`src/rtl/uart_rx_deserializer.sv`:
```
// ---------------------------------------------------------------------------
// uart_rx_deserializer
//
// Oversampling UART receiver. Deserializes an asynchronous serial line
// (8N1, LSB first) into a 9-bit word {err, byte[7:0]} and presents it to the
// downstream load register together with a single-cycle load strobe.
//
// Optional feature: define RX_PARITY_EN to add an even-parity bit between the
// last data bit and the stop bit (11-bit frame). RX_data[8] then reports
// framing_err | parity_err. Without the macro only 8N1 is supported and no
// parity state or parity flop is built.
//
// Parameters
//   CLKS_PER_BIT  clk cycles per UART bit (4..65535)
//   CNT_W         width of the bit-timing counter; must hold CLKS_PER_BIT-1
//
// Ports
//   clk      in   1  system clock, rising edge
//   reset    in   1  asynchronous, active-high reset
//   RX_in    in   1  raw serial line, idle high, asynchronous to clk
//   RX_data  out  9  {err, byte}; updated only together with load, held otherwise
//   load     out  1  one-cycle strobe: RX_data holds a new word this cycle
//   busy     out  1  high from start-bit confirmation until return to IDLE
// ---------------------------------------------------------------------------
module uart_rx_deserializer #(
    parameter int CLKS_PER_BIT = 18,
    parameter int CNT_W        = 16
) (
    input  logic       clk,
    input  logic       reset,
    input  logic       RX_in,
    output logic [8:0] RX_data,
    output logic       load,
    output logic       busy
);

    localparam logic [2:0] ST_IDLE   = 3'd0;
    localparam logic [2:0] ST_START  = 3'd1;
    localparam logic [2:0] ST_DATA   = 3'd2;
    localparam logic [2:0] ST_STOP   = 3'd3;
    localparam logic [2:0] ST_DONE   = 3'd4;
    localparam logic [2:0] ST_BREAK  = 3'd5;
`ifdef RX_PARITY_EN
    localparam logic [2:0] ST_PARITY = 3'd6;
`endif

    // Counter values at which the line is sampled: middle of the start bit,
    // then one full bit time later for every following bit (mid-bit).
    localparam logic [CNT_W-1:0] HALF_LAST = CNT_W'(CLKS_PER_BIT / 2 - 1);
    localparam logic [CNT_W-1:0] BIT_LAST  = CNT_W'(CLKS_PER_BIT - 1);
    localparam logic [CNT_W-1:0] CNT_ONE   = CNT_W'(1);

    // Two-flop synchronizer; only its output rx_s is seen by the FSM.
    logic [1:0]       sync_q,     sync_d;
    logic             rx_s;

    logic [2:0]       state_q,    state_d;
    logic [CNT_W-1:0] cnt_q,      cnt_d;
    logic [2:0]       idx_q,      idx_d;
    logic [7:0]       shift_q,    shift_d;
    logic             stop_bit_q, stop_bit_d;
    logic [8:0]       rx_data_q,  rx_data_d;
    logic             load_q,     load_d;
    logic             busy_q,     busy_d;
    logic             err_bit;
`ifdef RX_PARITY_EN
    logic             par_err_q,  par_err_d;
`endif

    assign rx_s = sync_q[1];

    // Error flag reported with the word: missing stop bit, plus bad parity
    // when the parity bit is part of the frame.
    always_comb begin
        err_bit = ~stop_bit_q;
`ifdef RX_PARITY_EN
        err_bit = err_bit | par_err_q;
`endif
    end

    // NOTE: every variable gets a default at the top of the block so that no
    // path leaves it unassigned; a missing default would infer a latch.
    always_comb begin
        sync_d     = {sync_q[0], RX_in};
        state_d    = state_q;
        cnt_d      = cnt_q;
        idx_d      = idx_q;
        shift_d    = shift_q;
        stop_bit_d = stop_bit_q;
        rx_data_d  = rx_data_q;
        load_d     = 1'b0;
`ifdef RX_PARITY_EN
        par_err_d  = par_err_q;
`endif

        case (state_q)
            ST_IDLE: begin
                cnt_d = '0;
                if (!rx_s) begin
                    state_d = ST_START;
                end
            end

            ST_START: begin
                if (cnt_q == HALF_LAST) begin
                    // Still low at mid start bit: a real start bit. A high
                    // line here means the low pulse was a glitch.
                    cnt_d   = '0;
                    idx_d   = 3'd0;
                    state_d = rx_s ? ST_IDLE : ST_DATA;
                end else begin
                    cnt_d = cnt_q + CNT_ONE;
                end
            end

            ST_DATA: begin
                if (cnt_q == BIT_LAST) begin
                    cnt_d          = '0;
                    shift_d[idx_q] = rx_s;
                    idx_d          = idx_q + 3'd1;
                    if (idx_q == 3'd7) begin
`ifdef RX_PARITY_EN
                        state_d = ST_PARITY;
`else
                        state_d = ST_STOP;
`endif
                    end
                end else begin
                    cnt_d = cnt_q + CNT_ONE;
                end
            end

`ifdef RX_PARITY_EN
            ST_PARITY: begin
                if (cnt_q == BIT_LAST) begin
                    cnt_d     = '0;
                    // Even parity: data plus parity bit must hold an even
                    // number of ones.
                    par_err_d = ^{shift_q, rx_s};
                    state_d   = ST_STOP;
                end else begin
                    cnt_d = cnt_q + CNT_ONE;
                end
            end
`endif

            ST_STOP: begin
                if (cnt_q == BIT_LAST) begin
                    cnt_d      = '0;
                    stop_bit_d = rx_s;
                    state_d    = ST_DONE;
                end else begin
                    cnt_d = cnt_q + CNT_ONE;
                end
            end

            ST_DONE: begin
                // Publish the word. Leaving DONE right away puts the FSM
                // back in IDLE while load is high, so a start bit that
                // directly follows a good stop bit is still caught.
                load_d    = 1'b1;
                rx_data_d = {err_bit, shift_q};
                state_d   = stop_bit_q ? ST_IDLE : ST_BREAK;
            end

            ST_BREAK: begin
                // Line held low past the stop bit: wait for it to return
                // high rather than decoding the low level as a new frame.
                if (rx_s) begin
                    state_d = ST_IDLE;
                end
            end

            default: begin
                state_d = ST_IDLE;
            end
        endcase

        busy_d = (state_d != ST_IDLE) && (state_d != ST_START);
    end

    // NOTE: state is updated with non-blocking assignments so every flop
    // samples the values from before this edge, independent of statement order.
    always_ff @(posedge clk or posedge reset) begin
        if (reset) begin
            sync_q     <= 2'b11;
            state_q    <= ST_IDLE;
            cnt_q      <= '0;
            idx_q      <= 3'd0;
            shift_q    <= 8'h00;
            stop_bit_q <= 1'b1;
            rx_data_q  <= 9'h000;
            load_q     <= 1'b0;
            busy_q     <= 1'b0;
`ifdef RX_PARITY_EN
            par_err_q  <= 1'b0;
`endif
        end else begin
            sync_q     <= sync_d;
            state_q    <= state_d;
            cnt_q      <= cnt_d;
            idx_q      <= idx_d;
            shift_q    <= shift_d;
            stop_bit_q <= stop_bit_d;
            rx_data_q  <= rx_data_d;
            load_q     <= load_d;
            busy_q     <= busy_d;
`ifdef RX_PARITY_EN
            par_err_q  <= par_err_d;
`endif
        end
    end

    assign RX_data = rx_data_q;
    assign load    = load_q;
    assign busy    = busy_q;

endmodule

```
`config.mk`:
```
export PLATFORM = sky130hd
export DESIGN_NAME = uart_rx_deserializer
export DESIGN_NICKNAME = d
export VERILOG_FILES = /design/src/rtl/uart_rx_deserializer.sv
export SDC_FILE = /design/constraint.sdc
export NUM_CORES = 1
export LEC_CHECK = 0
export ABC_CLOCK_PERIOD_IN_PS = 5700
export CAP_MARGIN = 20
export CORE_ASPECT_RATIO = 0.7
export CORE_MARGIN = 2
export CORE_UTILIZATION = 54
export CTS_CLUSTER_SIZE = 16
export DETAILED_ROUTE_END_ITERATION = 6
export PLACE_DENSITY = 0.74
export SYNTH_ARGS = -nofsm -noshare
export SYNTH_HDL_FRONTEND = slang
export SYNTH_SLANG_ARGS = --single-unit
```
`constraint.sdc`:
```
create_clock -name clk -period 5.7 [get_ports clk]
set_input_delay 1.14 -clock clk [delete_from_list [all_inputs] [get_ports clk]]
set_output_delay 1.14 -clock clk [all_outputs]
set_load 0.01 [all_outputs]
```
==> Yosys cells after proc, flatten, opt, wreduce, memory -nomap -nowiden <==
Cells that the tools add are included.
{ "word_totals": {"reg_bits": 44, "inputBits": 3, "out_inout_bits": 11, "word_cells": 54} }
{ "classes": {"add_sub_neg": 2, "order_cmp": 2, "n_eq_ne": 11, "n_mux": 19, "n_bitwise": 1, "n_reduce_logical": 10} }
{ "ops": {"columns": ["cell", "n"], "rows": [
  ["$pmux 16 s3", 1],
  ["$mux 16", 2],
  ["$mux 3", 9],
  ["$pmux 3 s6", 1],
  ["$add 16x1->16 const B", 1],
  ["$eq 16x4->1 const B", 1],
  ["$eq 16x5->1 const B", 1],
  ["$eq 3x3->1 const B", 3],
  ["$bwmux 8", 1],
  ["$eq 3x2->1 const B", 2],
  ["$pmux 3 s2", 1],
  ["$reduce_bool 3->1", 2],
  ["$lt 3x4->1 const B", 1],
  ["$ne 2x2->1 const B", 2],
  ["$reduce_and 2->1", 2],
  ["$add 3x1->3 const B", 1],
  ["$demux 1 s3", 1],
  ["$eq 3x1->1 const B", 1],
  ["$ge 3x1->1 const B", 1],
  ["$logic_not 3->1", 1],
  ["$ne 3x1->1 const B", 1],
  ["$reduce_and 3->1", 1],
  ["$logic_and 1x1->1", 2],
  ["$mux 1", 2],
  ["4 further kinds", 4]
]} }

==> Logic depth before layout (Yosys ltp) <==
{ "logic_depth": {"depth_word": 6, "ltp_mapped": 8, "ltp_nobuf": 7} }

==> Least setup slack after synthesis <==
OpenSTA, ideal clock, no wires.
{ "synth_timing": {"kind": "reg2reg", "startpoint": "register cnt_q[10]", "endpoint": "register cnt_q[14]", "setup_ns": 0.125, "arrival_time_ns": 2.007, "required_time_ns": 5.575, "slack_ns": 3.568, "stages_incl_launch_ff": 7, "n_path_buf": 1, "period_less_slack_ns": 2.132, "path_cell_list": "dfrtp_1 or4_4 or4_4 o2bb2ai_2 buf_6 a31oi_1 o21ai_1"} }
{ "synth_via": {"elab_chain_cells": 3, "word_cells_on_any_way": 6, "cone_classes": "add/sub: 1; eq/ne: 2; mux: 3"} }
{ "synth_rtl": {"columns": ["element", "line_no", "source"], "rows": [
  ["from (decl)", "58", "logic [CNT_W-1:0] cnt_q, cnt_d;"],
  ["from (signal assigned)", "201", "cnt_q <= cnt_d;"],
  ["$add 16x1->16 (tied with other cells)", "112, 129, 153", null],
  ["$mux 16, on equally long branches", "117, 148, 105", null],
  ["$pmux 16 s3 (*)", "96", "case (state_q)"]
]} }
Every way passes the cells marked *; elsewhere a longest branch is shown, timed or not.
A chain may end at the register's enable or synchronous reset.

==> Worst setup path after layout <==
{ "layout_timing": {"startpoint": "register state_q[2]", "endpoint": "register rx_data_q[1] (netlist: RX_data[1])"} }
{ "layout_via": {"elab_chain_cells": 1} }
{ "layout_rtl": {"columns": ["element", "line_no", "source"], "rows": [
  ["from (decl)", "57", "logic [2:0] state_q, state_d;"],
  ["from (signal assigned)", "200", "state_q <= state_d;"],
  ["$eq 3x3->1", "96", null],
  ["to (signal assigned)", "205", "rx_data_q <= rx_data_d;"],
  ["to (decl)", "62", "logic [8:0] rx_data_q, rx_data_d;"]
]} }
Every way passes these cells.

==> metrics <==
simple-gate share of the synthesized area 0.2261; cts repair resizes 0; critical path startpoint category flip-flop; clock sink count 44; met1 global-route usage 0.3079; Synth Area in XOR/XNOR 0.02805; critical path capture point type flip-flop; cells after synthesis 214; PortBufs 13; core area between 3000 and 4000 sq um; largest net degree at the start of global routing 45; routed vias roughly 1600; Mapped Nets 222; CTS Buffer Depth 2; CTS tree built; fmax roughly 420 MHz; number of global-route vias before repair ~1400; routability cong. between 0.8 and 0.9; maximum vdd drop around 0.00018 V; WL/cell approximately 14 microns; global-route wire length before repair between 6000 and 7000 microns; vias per cell between 5 and 6; met3 GRT Util 0.04272; synthesized-area fraction occupied by adder cells 0.02862; Syn Area/Cell just over 10 sq um; fin nets 236; drt first pass iters 4; main combinational cell family by area after synthesis simple AND/OR/NAND/NOR gates; Tcrit/Tclk final 0.4186; Die H roughly 57 microns; # H-tree levels 2; Core Util, Final 0.6271; WL final between 3000 and 4000 microns; fraction of layout cells with a size suffix above 1 0.1616; P_leak roughly 0.0011 uW; grt ovf 0; CTS Hold Bufs 0; Final Setup Violations 0; CTS root buf clkbuf_8; Post-synth EDFFs 0; Power Dens Cells 246.5 nW/um^2; DRC violation count after routing 0; initial DRC count 130; antenna-violating nets left 0; Design Power approximately 600 uW; crit-path max FO 25; Slew Limit Headroom 0.4166; post-CTS setup repair buffer count 0; # rows 19; clock latency on the worst-skew pair 0.30 ns; Critical Path RT 5.88 ns; ys flop type dfrtp_1; die area ~4600 sq um; most used routing layer in global routing met1; n_diodes 0; synth warn 0; GR Util met2 0.2619; post-DP HPWL about 2800 microns; initial antenna violation count 0; cell area after synthesis around 2200 sq um; FFs w/ async S/R, synth 1.000; Compound-Gate Fraction of Synth Area 0.09159; Die X-Extent between 80 and 90 microns; mux share of post-synthesis cell area 0.08758; Hold Crit Class reg2reg; synthesis-to-layout area growth 11.85%; GRT Util Overall 0.1955; Arr. time, crit path 2.57 ns; sequential element share of the synthesized area 0.5054; unrepaired setup endpoints after global routing false; Slew @ Worst Pin between 0.8 and 0.9 ns; Top Ports 14; fin. max-slew vios 0; minimum clock period approximately 2.4 ns; final hold vios 0; setup TNS 0 ns; number of CTS-inserted buffers 5; max_cap viols 0; run status finished clean; flops & latches, synth 44; kind of critical path reg2reg; Cell variety after synth 42; Worst-path clk slew about 0.080 ns; Initial Util 0.5607; Final Skew around 0.0064 ns
[synth_stat cells (all sizes together) (2+ instances only)]
library cell | instances | area share
mux2 | 17 | 0.088
and2 | 2 | 0.0057
dfrtp | 41 | 0.47
or4 | 4 | 0.021
nand3 | 13 | 0.030
a31oi | 2 | 0.0057
ha | 5 | 0.029
xnor2 | 2 | 0.0080
a21oi | 7 | 0.018
o22ai | 4 | 0.011
nand2b | 5 | 0.014
nor4 | 4 | 0.014
buf | 3 | 0.0086
xor2 | 5 | 0.020
nand3b | 2 | 0.0069
o21ai | 9 | 0.021
inv | 10 | 0.017
nand2 | 30 | 0.052
o311ai | 3 | 0.012
nand4 | 4 | 0.011
nor3 | 2 | 0.0046
clkbuf | 4 | 0.0069
and3 | 2 | 0.0057
nor2 | 20 | 0.038
dfstp | 3 | 0.036
[state kept, by name (all words and copies together), names as in the netlist]
name	count
state_q	3
load	1
stop_bit_q	1
sync_q	2
shift_q	8
busy	1
RX_data	9
idx_q	3
cnt_q	16
[path summary, 6_finish.rpt]
| check | from | end | slack, ns | cells past startpoint |
|---|---|---|---|---|
| setup reg to reg | state_q[2] | RX_data[1] | 3.31 | 3 |
| setup / recovery | state_q[2] | RX_data[1] | 3.31 | 3 |
| max in group asynchronous | reset | stop_bit_q | 4.06 | 3 |
| min in group asynchronous | reset | shift_q[6] | 1.27 | 3 |
| hold reg to reg | sync_q[0] | sync_q[1] | 0.36 | 0 |
| hold / removal | sync_q[0] | sync_q[1] | 0.36 | 0 |
[where the power goes]
group | internal [uW] | switching [uW] | total [uW]
registers | 323 | 18.7 | 341
logic | 23.7 | 38.4 | 62.1
clock network | 98.8 | 100 | 199
[kinds of logic after synthesis]
kind of cell / count (synthesis)
AOI/OAI and AO/OA: 30
DFF: 44
adders and majority gates: 5
muxes: 17
xor gates and xnor gates: 7
and+or+nand+nor: 94
buffers and inverters: 17
[stage by stage]
step / cell area, sq um / instances / hold slack [ns] / worst slack, ns
after floorplan: 2186 / 214 / 0.3452 / 3.534
after global placement: 2355 / 273 / 0.3458 / 3.408
after detailed placement: 2355 / 273 / 0.3468 / 3.355
after CTS: 2445 / 281 / 0.3580 / 3.319
after global routing: 2445 / 281 / 0.3619 / 3.155
final: 2445 / 281 / 0.3574 / 3.314
[metal layers]
layer  routed length (microns)  part of all wire  vias to the layer above
met5                         0                 0                        -
met4                        61             0.016                        0
met3                       198             0.050                        7
met2                      1607              0.41                       46
met1                      2063              0.52                      742
li1                          -                 -                      783
[critical path, stage by stage (launching register included)]
cell and delay, ns:
dfrtp_1 0.88, nand2_1 0.25, nor2_1 0.72, mux2_2 0.42
[final cells by class]
cell class	count	area [sq um]
Inverter	10	37.54
Fill cell	323	1454
Tap cell	52	65.06
Clock buffer	8	90.09
Sequential cell	44	1105
Timing Repair Buffer	14	137.6
Multi-Input combinational cell	153	1010
[placed cells by master (no fill, tap or decap), types with 6 or more instances in the layout]
cell,instances
clkbuf_8,6
a21oi_1,6
nand2_1,30
dfrtp_1,41
o21ai_0,7
nand3_1,13
clkdlybuf4s50_1,13
inv_1,9
nor2_1,19
mux2_2,17
Power figures use the tool's default switching activity.
